File: src/rtl/ahblite_pkg.sv
// Shared AHB-Lite encodings and the default-slave response state encoding.
package ahblite_pkg;

  localparam logic [1:0] HTRANS_IDLE   = 2'b00;
  localparam logic [1:0] HTRANS_BUSY   = 2'b01;
  localparam logic [1:0] HTRANS_NONSEQ = 2'b10;
  localparam logic [1:0] HTRANS_SEQ    = 2'b11;

  localparam logic HRESP_OKAY  = 1'b0;
  localparam logic HRESP_ERROR = 1'b1;

  localparam logic [1:0] ST_IDLE_ENC = 2'd0;
  localparam logic [1:0] ST_WAIT_ENC = 2'd1;
  localparam logic [1:0] ST_ERR1_ENC = 2'd2;
  localparam logic [1:0] ST_ERR2_ENC = 2'd3;

  typedef enum logic [1:0] {
    ST_IDLE = ST_IDLE_ENC,
    ST_WAIT = ST_WAIT_ENC,
    ST_ERR1 = ST_ERR1_ENC,
    ST_ERR2 = ST_ERR2_ENC
  } state_e;

  // NONSEQ and SEQ carry data; IDLE and BUSY never need a real response.
  function automatic logic htrans_active(input logic [1:0] htrans);
    case (htrans)
      HTRANS_NONSEQ, HTRANS_SEQ: htrans_active = 1'b1;
      HTRANS_IDLE, HTRANS_BUSY:  htrans_active = 1'b0;
      default:                   htrans_active = 1'b0;
    endcase
  endfunction

endpackage

File: src/rtl/ahblite_err_logger.sv
// Records the address/direction of each default-slave hit, counts hits
// (saturating) and raises a one-cycle interrupt pulse per hit.
module ahblite_err_logger #(
  parameter int ADDR_W = 32,
  parameter int CNT_W  = 8
) (
  input  logic              HCLK,
  input  logic              HRESETN,
  input  logic              accept,
  input  logic [ADDR_W-1:0] haddr,
  input  logic              hwrite,
  input  logic              err_clr,
  output logic [ADDR_W-1:0] fault_addr,
  output logic              fault_write,
  output logic [CNT_W-1:0]  err_count,
  output logic              err_irq
);

  logic [ADDR_W-1:0] fault_addr_q, fault_addr_d;
  logic              fault_write_q, fault_write_d;
  logic [CNT_W-1:0]  err_count_q, err_count_d;
  logic              err_irq_q, err_irq_d;

  always_comb begin
    fault_addr_d  = fault_addr_q;
    fault_write_d = fault_write_q;
    err_count_d   = err_count_q;
    err_irq_d     = accept;
    if (accept) begin
      fault_addr_d  = haddr;
      fault_write_d = hwrite;
    end
    // A clear that coincides with a hit still records that hit.
    if (err_clr) begin
      err_count_d = accept ? CNT_W'(1) : '0;
    end else if (accept && (err_count_q != {CNT_W{1'b1}})) begin
      err_count_d = err_count_q + CNT_W'(1);
    end
  end

  always_ff @(posedge HCLK or negedge HRESETN) begin
    if (!HRESETN) begin
      fault_addr_q  <= '0;
      fault_write_q <= 1'b0;
      err_count_q   <= '0;
      err_irq_q     <= 1'b0;
    end else begin
      fault_addr_q  <= fault_addr_d;
      fault_write_q <= fault_write_d;
      err_count_q   <= err_count_d;
      err_irq_q     <= err_irq_d;
    end
  end

  assign fault_addr  = fault_addr_q;
  assign fault_write = fault_write_q;
  assign err_count   = err_count_q;
  assign err_irq     = err_irq_q;

endmodule

File: src/rtl/ahblite_default_slave_ctrl.sv
// AHB-Lite default slave: programmable wait states followed by a two-cycle
// ERROR or a zero-data OKAY, with hit logging in ahblite_err_logger.
module ahblite_default_slave_ctrl
  import ahblite_pkg::*;
#(
  parameter int ADDR_W      = 32,
  parameter int DATA_W      = 32,
  parameter int WAIT_STATES = 0,
  parameter int RESP_MODE   = 0,
  parameter int CNT_W       = 8
) (
  input  logic              HCLK,
  input  logic              HRESETN,
  input  logic              HSEL,
  input  logic [1:0]        HTRANS,
  input  logic [ADDR_W-1:0] HADDR,
  input  logic              HWRITE,
  input  logic              HREADY,
  output logic              HREADYOUT,
  output logic              HRESP,
  output logic [DATA_W-1:0] HRDATA,
  output logic [ADDR_W-1:0] fault_addr,
  output logic              fault_write,
  output logic [CNT_W-1:0]  err_count,
  output logic              err_irq,
  input  logic              err_clr
);

  localparam logic       HAS_WAIT  = (WAIT_STATES > 0);
  localparam logic       ERR_MODE  = (RESP_MODE == 0);
  localparam logic [3:0] WAIT_LOAD = (WAIT_STATES > 0) ? 4'(WAIT_STATES - 1) : 4'd0;

  state_e     state_q, state_d;
  logic [3:0] wait_cnt_q, wait_cnt_d;
  logic       hreadyout_q, hreadyout_d;
  logic       hresp_q, hresp_d;
  logic       accept;

  // Handshake: an address phase is taken when HSEL and an active HTRANS are
  // presented while HREADY is high; the data phase completes on the first
  // cycle HREADYOUT is high. Only a ready slave can take a new address, so
  // stray requests during WAIT/ERR1 are dropped here rather than logged.
  always_comb begin
    accept     = HSEL & htrans_active(HTRANS) & HREADY & hreadyout_q;
    state_d    = state_q;
    wait_cnt_d = wait_cnt_q;
    case (state_q)
      ST_IDLE, ST_ERR2: begin
        state_d = ST_IDLE;
        if (accept) begin
          if (HAS_WAIT) begin
            state_d    = ST_WAIT;
            wait_cnt_d = WAIT_LOAD;
          end else if (ERR_MODE) begin
            state_d = ST_ERR1;
          end
        end
      end
      ST_WAIT: begin
        if (wait_cnt_q == 4'd0) begin
          state_d = ERR_MODE ? ST_ERR1 : ST_IDLE;
        end else begin
          wait_cnt_d = wait_cnt_q - 4'd1;
        end
      end
      ST_ERR1: state_d = ST_ERR2;
      default: state_d = ST_IDLE;
    endcase
    hreadyout_d = (state_d == ST_IDLE) || (state_d == ST_ERR2);
    hresp_d     = ((state_d == ST_ERR1) || (state_d == ST_ERR2)) ? HRESP_ERROR : HRESP_OKAY;
  end

  always_ff @(posedge HCLK or negedge HRESETN) begin
    if (!HRESETN) begin
      state_q     <= ST_IDLE;
      wait_cnt_q  <= 4'd0;
      hreadyout_q <= 1'b1;
      hresp_q     <= HRESP_OKAY;
    end else begin
      state_q     <= state_d;
      wait_cnt_q  <= wait_cnt_d;
      hreadyout_q <= hreadyout_d;
      hresp_q     <= hresp_d;
    end
  end

  assign HREADYOUT = hreadyout_q;
  assign HRESP     = hresp_q;
  assign HRDATA    = '0;

  ahblite_err_logger #(
    .ADDR_W(ADDR_W),
    .CNT_W (CNT_W)
  ) u_logger (
    .HCLK       (HCLK),
    .HRESETN    (HRESETN),
    .accept     (accept),
    .haddr      (HADDR),
    .hwrite     (HWRITE),
    .err_clr    (err_clr),
    .fault_addr (fault_addr),
    .fault_write(fault_write),
    .err_count  (err_count),
    .err_irq    (err_irq)
  );

endmodule
File: config.mk
export PLATFORM = sky130hd
export DESIGN_NAME = ahblite_default_slave_ctrl
export DESIGN_NICKNAME = d
export VERILOG_FILES = /design/src/rtl/ahblite_pkg.sv /design/src/rtl/ahblite_err_logger.sv /design/src/rtl/ahblite_default_slave_ctrl.sv
export SDC_FILE = /design/constraint.sdc
export NUM_CORES = 1
export LEC_CHECK = 0
export ABC_AREA = 1
export CAP_MARGIN = 20
export CELL_PAD_IN_SITES_DETAIL_PLACEMENT = 1
export CELL_PAD_IN_SITES_GLOBAL_PLACEMENT = 1
export CORE_MARGIN = 2
export CORE_UTILIZATION = 27
export CTS_BUF_LIST = sky130_fd_sc_hd__clkbuf_4
export DETAILED_ROUTE_END_ITERATION = 8
export GPL_TIMING_DRIVEN = 0
export MAX_ROUTING_LAYER = met4
export PLACE_DENSITY = 0.79
export REMOVE_ABC_BUFFERS = 1
export SLEW_MARGIN = 20
export SYNTH_ARGS = -nofsm -noshare
export SYNTH_HDL_FRONTEND = slang
export SYNTH_SLANG_ARGS = --single-unit
File: constraint.sdc
create_clock -name HCLK -period 1.6 [get_ports HCLK]
set_clock_uncertainty 0.1 [all_clocks]
set_input_delay 0.4 -clock HCLK [delete_from_list [all_inputs] [get_ports HCLK]]
set_output_delay 0.4 -clock HCLK [all_outputs]
set_load 0.01 [all_outputs]
# --- Word level (Yosys, flattened, before mapping) ---
# Cells that the tools add are included.
totals:
  latchBits: 0
  mem_count: 0
  output_inout_bits: 76
  ff_bits: 50
  ram_bits: 0
  rom_bits: 0
op_classes:
  addsub: 2
  order_cmp: 0
  n_div: 0
  shift: 0
  eq_ne: 9
  n_reduce_logical: 12
  muxes: 8
  bitwise: 4
  n_mul: 0
ops:
  columns: ["operator", "count"]
  rows:
  - ["$mux 8", 2]
  - ["$eq 2x2->1 const B", 6]
  - ["$add 8x1->8 const B", 1]
  - ["$ne 8x8->1 const B", 1]
  - ["$logic_not 2->1", 3]
  - ["$pmux 2 s3", 1]
  - ["$reduce_or 2->1", 3]
  - ["$eq 2x1->1 const B", 2]
  - ["$logic_not 4->1", 1]
  - ["$mux 2", 2]
  - ["$sub 4x1->4 const B", 1]
  - ["$and 1x1->1", 3]
  - ["$logic_or 1x1->1", 2]
  - ["$mux 1", 2]
  - ["$pmux 1 s2", 1]
  - ["$reduce_and 2->1", 1]
  - ["$reduce_bool 2->1", 1]
  - ["$logic_and 1x1->1", 1]
  - ["$not 1->1", 1]

# --- Longest topological paths before layout ---
depth:
  depth_word: 11
  ltp_mapped: 9
  ltp_nobuf: 9

# --- Modules after synthesis ---
# Synthesis repeated with hierarchy kept, for this count alone.
unflattened:
  cells_unflattened: 290
  hier_area_um2: 2403.6
modules_own_cells:
  columns: ["mod", "area_per_inst_um2", "instances", "cells_each"]
  rows:
  - ["ahblite_err_logger", 1764.2, 1, 211]
  - ["ahblite_default_slave_ctrl", 639.4, 1, 79]

# --- Worst setup path after synthesis ---
# No wires, ideal clock.
synth_path:
  path_kind: "register -> register"
  from: "register wait_cnt_q[0]"
  to: "register hresp_q (netlist: HRESP)"
  required_time_ns: 1.373
  arrival_ns: 1.470
  path_buffers: 0
  synth_period_minus_slack_ns: 1.697
  slack_ns: -0.097
  path_stages_with_launch: 10
  cell_sequence: "dfrtp_1 -> inv_1 -> ha_1 -> nand2_1 -> o21ai_2 -> inv_1 -> nand2_1 -> a21o_1 -> ha_1 -> or2_2"
synth_via:
  elab_chain_cells: 6
synth_lines:
  columns: ["element", "line", "rtl"]
  rows:
  - ["from (decl)", "ahblite_default_slave_ctrl.sv:34", "logic [3:0] wait_cnt_q, wait_cnt_d;"]
  - ["from (signal assigned)", "ahblite_default_slave_ctrl.sv:81", "wait_cnt_q <= wait_cnt_d;"]
  - ["$logic_not 4->1 (*)", "ahblite_default_slave_ctrl.sv:60", "if (wait_cnt_q == 4'd0) begin"]
  - ["$mux 2 (*)", "ahblite_default_slave_ctrl.sv:60", null]
  - ["$pmux 2 s3 (*)", "ahblite_default_slave_ctrl.sv:47", "case (state_q)"]
  - ["$eq 2x2->1", "ahblite_default_slave_ctrl.sv:70", "hresp_d = ((state_d == ST_ERR1) || (state_d == ST_ERR2)) ? HRESP_ERROR : HRESP_OKAY;"]
  - ["$logic_or 1x1->1 (*)", "ahblite_default_slave_ctrl.sv:70", null]
  - ["$mux 1 (*)", "ahblite_default_slave_ctrl.sv:70", null]
  - ["named net hresp_d", "ahblite_default_slave_ctrl.sv:36", "logic hresp_q, hresp_d;"]
  - ["to (signal assigned)", "ahblite_default_slave_ctrl.sv:83", "hresp_q <= hresp_d;"]
  - ["to (decl)", "ahblite_default_slave_ctrl.sv:36", null]
# Mark *: on every way through the listed nets, which the timed path passes. The rest lies on a longest branch.
# A chain may end at the register's enable or synchronous reset.

# --- Final worst setup path ---
layout_path:
  from: "register state_q[0]"
  to: "register hresp_q (netlist: HRESP)"
layout_via:
  elab_chain_cells: 6
layout_lines:
  columns: ["element", "line", "rtl"]
  rows:
  - ["from (decl)", "ahblite_default_slave_ctrl.sv:33", "state_e state_q, state_d;"]
  - ["from (signal assigned)", "ahblite_default_slave_ctrl.sv:80", "state_q <= state_d;"]
  - ["$eq 2x2->1 / $logic_not 2->1 (equally long branches)", "ahblite_default_slave_ctrl.sv:47", null]
  - ["$reduce_or 2->1", "ahblite_default_slave_ctrl.sv:47", null]
  - ["$pmux 2 s3 (*)", "ahblite_default_slave_ctrl.sv:47", null]
  - ["$eq 2x2->1", "ahblite_default_slave_ctrl.sv:70", null]
  - ["$logic_or 1x1->1 (*)", "ahblite_default_slave_ctrl.sv:70", null]
  - ["$mux 1 (*)", "ahblite_default_slave_ctrl.sv:70", null]
  - ["named net hresp_d", "ahblite_default_slave_ctrl.sv:36", null]
# Marks and branches as above.

==> impl_metrics.csv <==
group,metric,value,unit
worst_setup_path,cp_slowest_stage_delay,0.39,ns
cts,clk_pin_slew_worst_paths,0.16,ns
worst_setup_path,regToRegStartpoint,"state_q[0]$_DFF_PN0_",
sta,rsz0062_at_grt,"true",
synth,synth-seq-area-share,0.519,
cells_and_area,finish.instance_area,3730,sq um
grt,grt_usage,0.153,
synth,yosysTopAreaCell,"dfrtp_1",
cells_and_area,layout.nets,462,
grt,grt_max_degree,51,
cells_and_area,area_delta_synth_final,54.9,%
detailed_routing,viasPerCell,4.18,
synth,synth_async_sr_flop_share,1.00,
sta,hold_viol_final,0,
synth,postSynthCellCount,292,
cells_and_area,multi_input_area,1050,sq um
detailed_routing,vias,2199,
power_and_ir_drop,leakagePower,1.92,nW
synth,synthTopCellsByCount,"138 x nand2_1, 49 x dfrtp_1, 32 x buf_4",
sta,fmax,0.622,GHz
cts,ctsHtreeMaxLevel,2,
synth,syn_avg_cell_area,8.26,sq um
synth,syn_area,2410,sq um
power_and_ir_drop,total_power,4.76,mW
cts,root_buffer,"clkbuf_4",
worst_setup_path,cp_slowest_cell,"dfrtp_1",
detailed_routing,wirelength,7020,microns
floorplan,dieHeight,98.5,microns
sta,setup_slack,-0.00777,ns
detailed_routing,dr.pass1.iters,3,
status,outcome,"complete, but fails checks",
synth,synth_most_common_cell,"nand2_1",
floorplan,pin_count,116,
sta,setup_viol,1,
synth,synth_top_family_by_area,"simple AND/OR/NAND/NOR gates",
status,violations,"setup timing",
worst_setup_path,critPathMaxFanout,3,
place,port_buffers,82,
sta,relSlewSlack,0.564,
grt,grt_pass1_vias,2363,
cts,cts_buffer_depth,2,
grt,antenna_found_initial,0,
worst_setup_path,critPathLaunch,"state_q[0]$_DFF_PN0_",
sta,tightest_slew,0.654,ns
detailed_routing,drtIter0Drc,53,
synth,ys_seq_elements,50,
synth,synth.distinct_cells,25,
detailed_routing,drtAntennaViolNets,0,
place,dp.cells,475,
worst_setup_path,crit_type,"register to register",
cts,clk-insertion-delay-late,0.37,ns
cells_and_area,final_cells,526,
floorplan,floorplan.initialDensity,0.278,
sta,finalCritPeriodShare,1.00,
power_and_ir_drop,power.density,1270,nW/um^2
worst_setup_path,cp_num_buf_inv,2,
cts,clock-sinks,50,
synth,synthFlopType,"dfrtp_1",
synth,synth_edf_count,0,
detailed_routing,drc,0,
sta,fin_worst_hold_slack,0.406,ns
floorplan,row_count,34,
synth,synth-simple-area-share,0.277,
cells_and_area,diodes,0,
synth,synth_fa_ha_area_frac,0.0259,
job,drv_cap,0,
floorplan,die_w,98.5,microns
sta,min_period,1.61,ns
synth,synth_compound_area_frac,0.0275,
floorplan,fp.dieArea,9700,sq um
grt,grt_pass1_wl,11600,microns
worst_setup_path,crit_path_end_kind,"register",
cells_and_area,register_area,1260,sq um
grt,grt_overflow,0,
worst_setup_path,startpoint_type,"register",
worst_setup_path,critPathTopFamily,"flip-flops",
place,place_congestion,0.695,
synth,synth_xor_area_frac,0.0109,
worst_setup_path,required,1.78,ns
sta,tns,-0.00777,ns
floorplan,core_area,8680,sq um
place,hpwlAfterDp,4330,microns
synth,yosys.area.top_type_share,0.509,
power_and_ir_drop,ir_drop,0.560,mV
cells_and_area,drive_above_1_share,0.199,
place,place_area,3210,sq um
synth,muxShareOfSynthArea,0,
min_path,hp-class,"register to register",
cells_and_area,post-route-util,0.430,
cts,cts_buffers,5,
detailed_routing,wl_per_cell,13.3,microns
place,pre_cts_slack,-1.34,ns
worst_setup_path,path_cells,"buf_4 -> ha_4 -> o21ai_4 -> inv_2 -> nand2_2 -> a21o_1 -> ha_2 -> or2_4",
worst_setup_path,arrival,1.79,ns
min_path,hp-start,"u_logger.fault_addr[1]$_DFFE_PN0P_",
sta,final_max_slew_viol_count,0,
synth,synth_warnings,0,
synth,synth_area_leaders,"dfrtp_1 51%, nand2_1 21%, buf_4 10%",
cts,cts_tree,"built",
cells_and_area,fillCellCount,1053,
path summary, 6_finish.rpt:
check                                                      to  depth (start not counted)  slack [ns]
min                        u_logger.fault_addr[1]$_DFFE_PN0P_                          2        0.41
max                                           HRESP$_DFF_PN0_                          8      -0.008
max reg2reg                                   HRESP$_DFF_PN0_                          8      -0.008
max in group asynchronous   u_logger.err_count[3]$_DFFE_PN0P_                          2        0.45
min in group asynchronous                state_q[1]$_DFF_PN0_                          2        0.48
min reg2reg                u_logger.fault_addr[1]$_DFFE_PN0P_                          2        0.41
layout make-up:
| type | count | share of cell area |
|---|---|---|
| tap | 108 | 0.0362 |
| timing repair buffer | 123 | 0.296 |
| sequential | 50 | 0.336 |
| clock buffer | 5 | 0.0101 |
| multi-input combinational | 220 | 0.282 |
| clock inverter | 3 | 0.0127 |
| timing repair inverter | 1 | 0.00302 |
| inverter | 16 | 0.0231 |
layer usage:
layer	track usage	share of wire	up-vias
met4	0.0348	0.0070	0
met1	0.180	0.41	1056
li1	-	-	1081
met5	-	0	-
met2	0.276	0.55	56
met3	0.0248	0.038	6
sequential cells by signal, summed over array words and instances, names as in the netlist:
signal / cells
HREADYOUT: 1
HRESP: 1
state_q: 2
u_logger.err_count: 8
u_logger.err_irq: 1
u_logger.fault_addr: 32
u_logger.fault_write: 1
wait_cnt_q: 4
report_power, final:
group,internal (mW),switching [mW]
clock network,0.338,0.444
logic,1.09,0.979
registers,1.69,0.221
total,3.11,1.65
worst min-delay path: stages, from the launching register on:
cell and delay, ns:
dfrtp_1 0.38, nand2_1 0.05, nand2_1 0.06
logic make-up after synthesis:
kind of cell | count (synthesis)
XOR/XNOR | 3
AND/OR/NAND/NOR | 168
adder cells (fa/ha/maj) | 5
AO/OA/AOI/OAI | 11
other | 1
buffers and inverters | 54
flip-flops | 50
what timing repair did:
item,4_1_cts,5_1_grt
gates cloned,2,0
gates resized for setup,91,34
endpoints found under the hold margin,49,0
hold buffers,1,0
pin swaps,6,6
buffers inserted,21,19
setup endpoints to repair,89,42
placed cells by master (no fill, tap or decap), types with 4 or more instances in the layout:
master	synthesis	routed
nand3_1	7	7
buf_4	32	40
dfrtp_1	49	46
inv_1	12	8
clkdlybuf4s15_1	0	36
conb_1	1	32
nand2_4	1	4
inv_2	3	5
dlygate4sd2_1	0	4
clkdlybuf4s50_1	0	37
clkbuf_4	0	5
nand2_1	138	136
nor2_1	14	14
No activity file was read; power rests on OpenSTA's default activity.
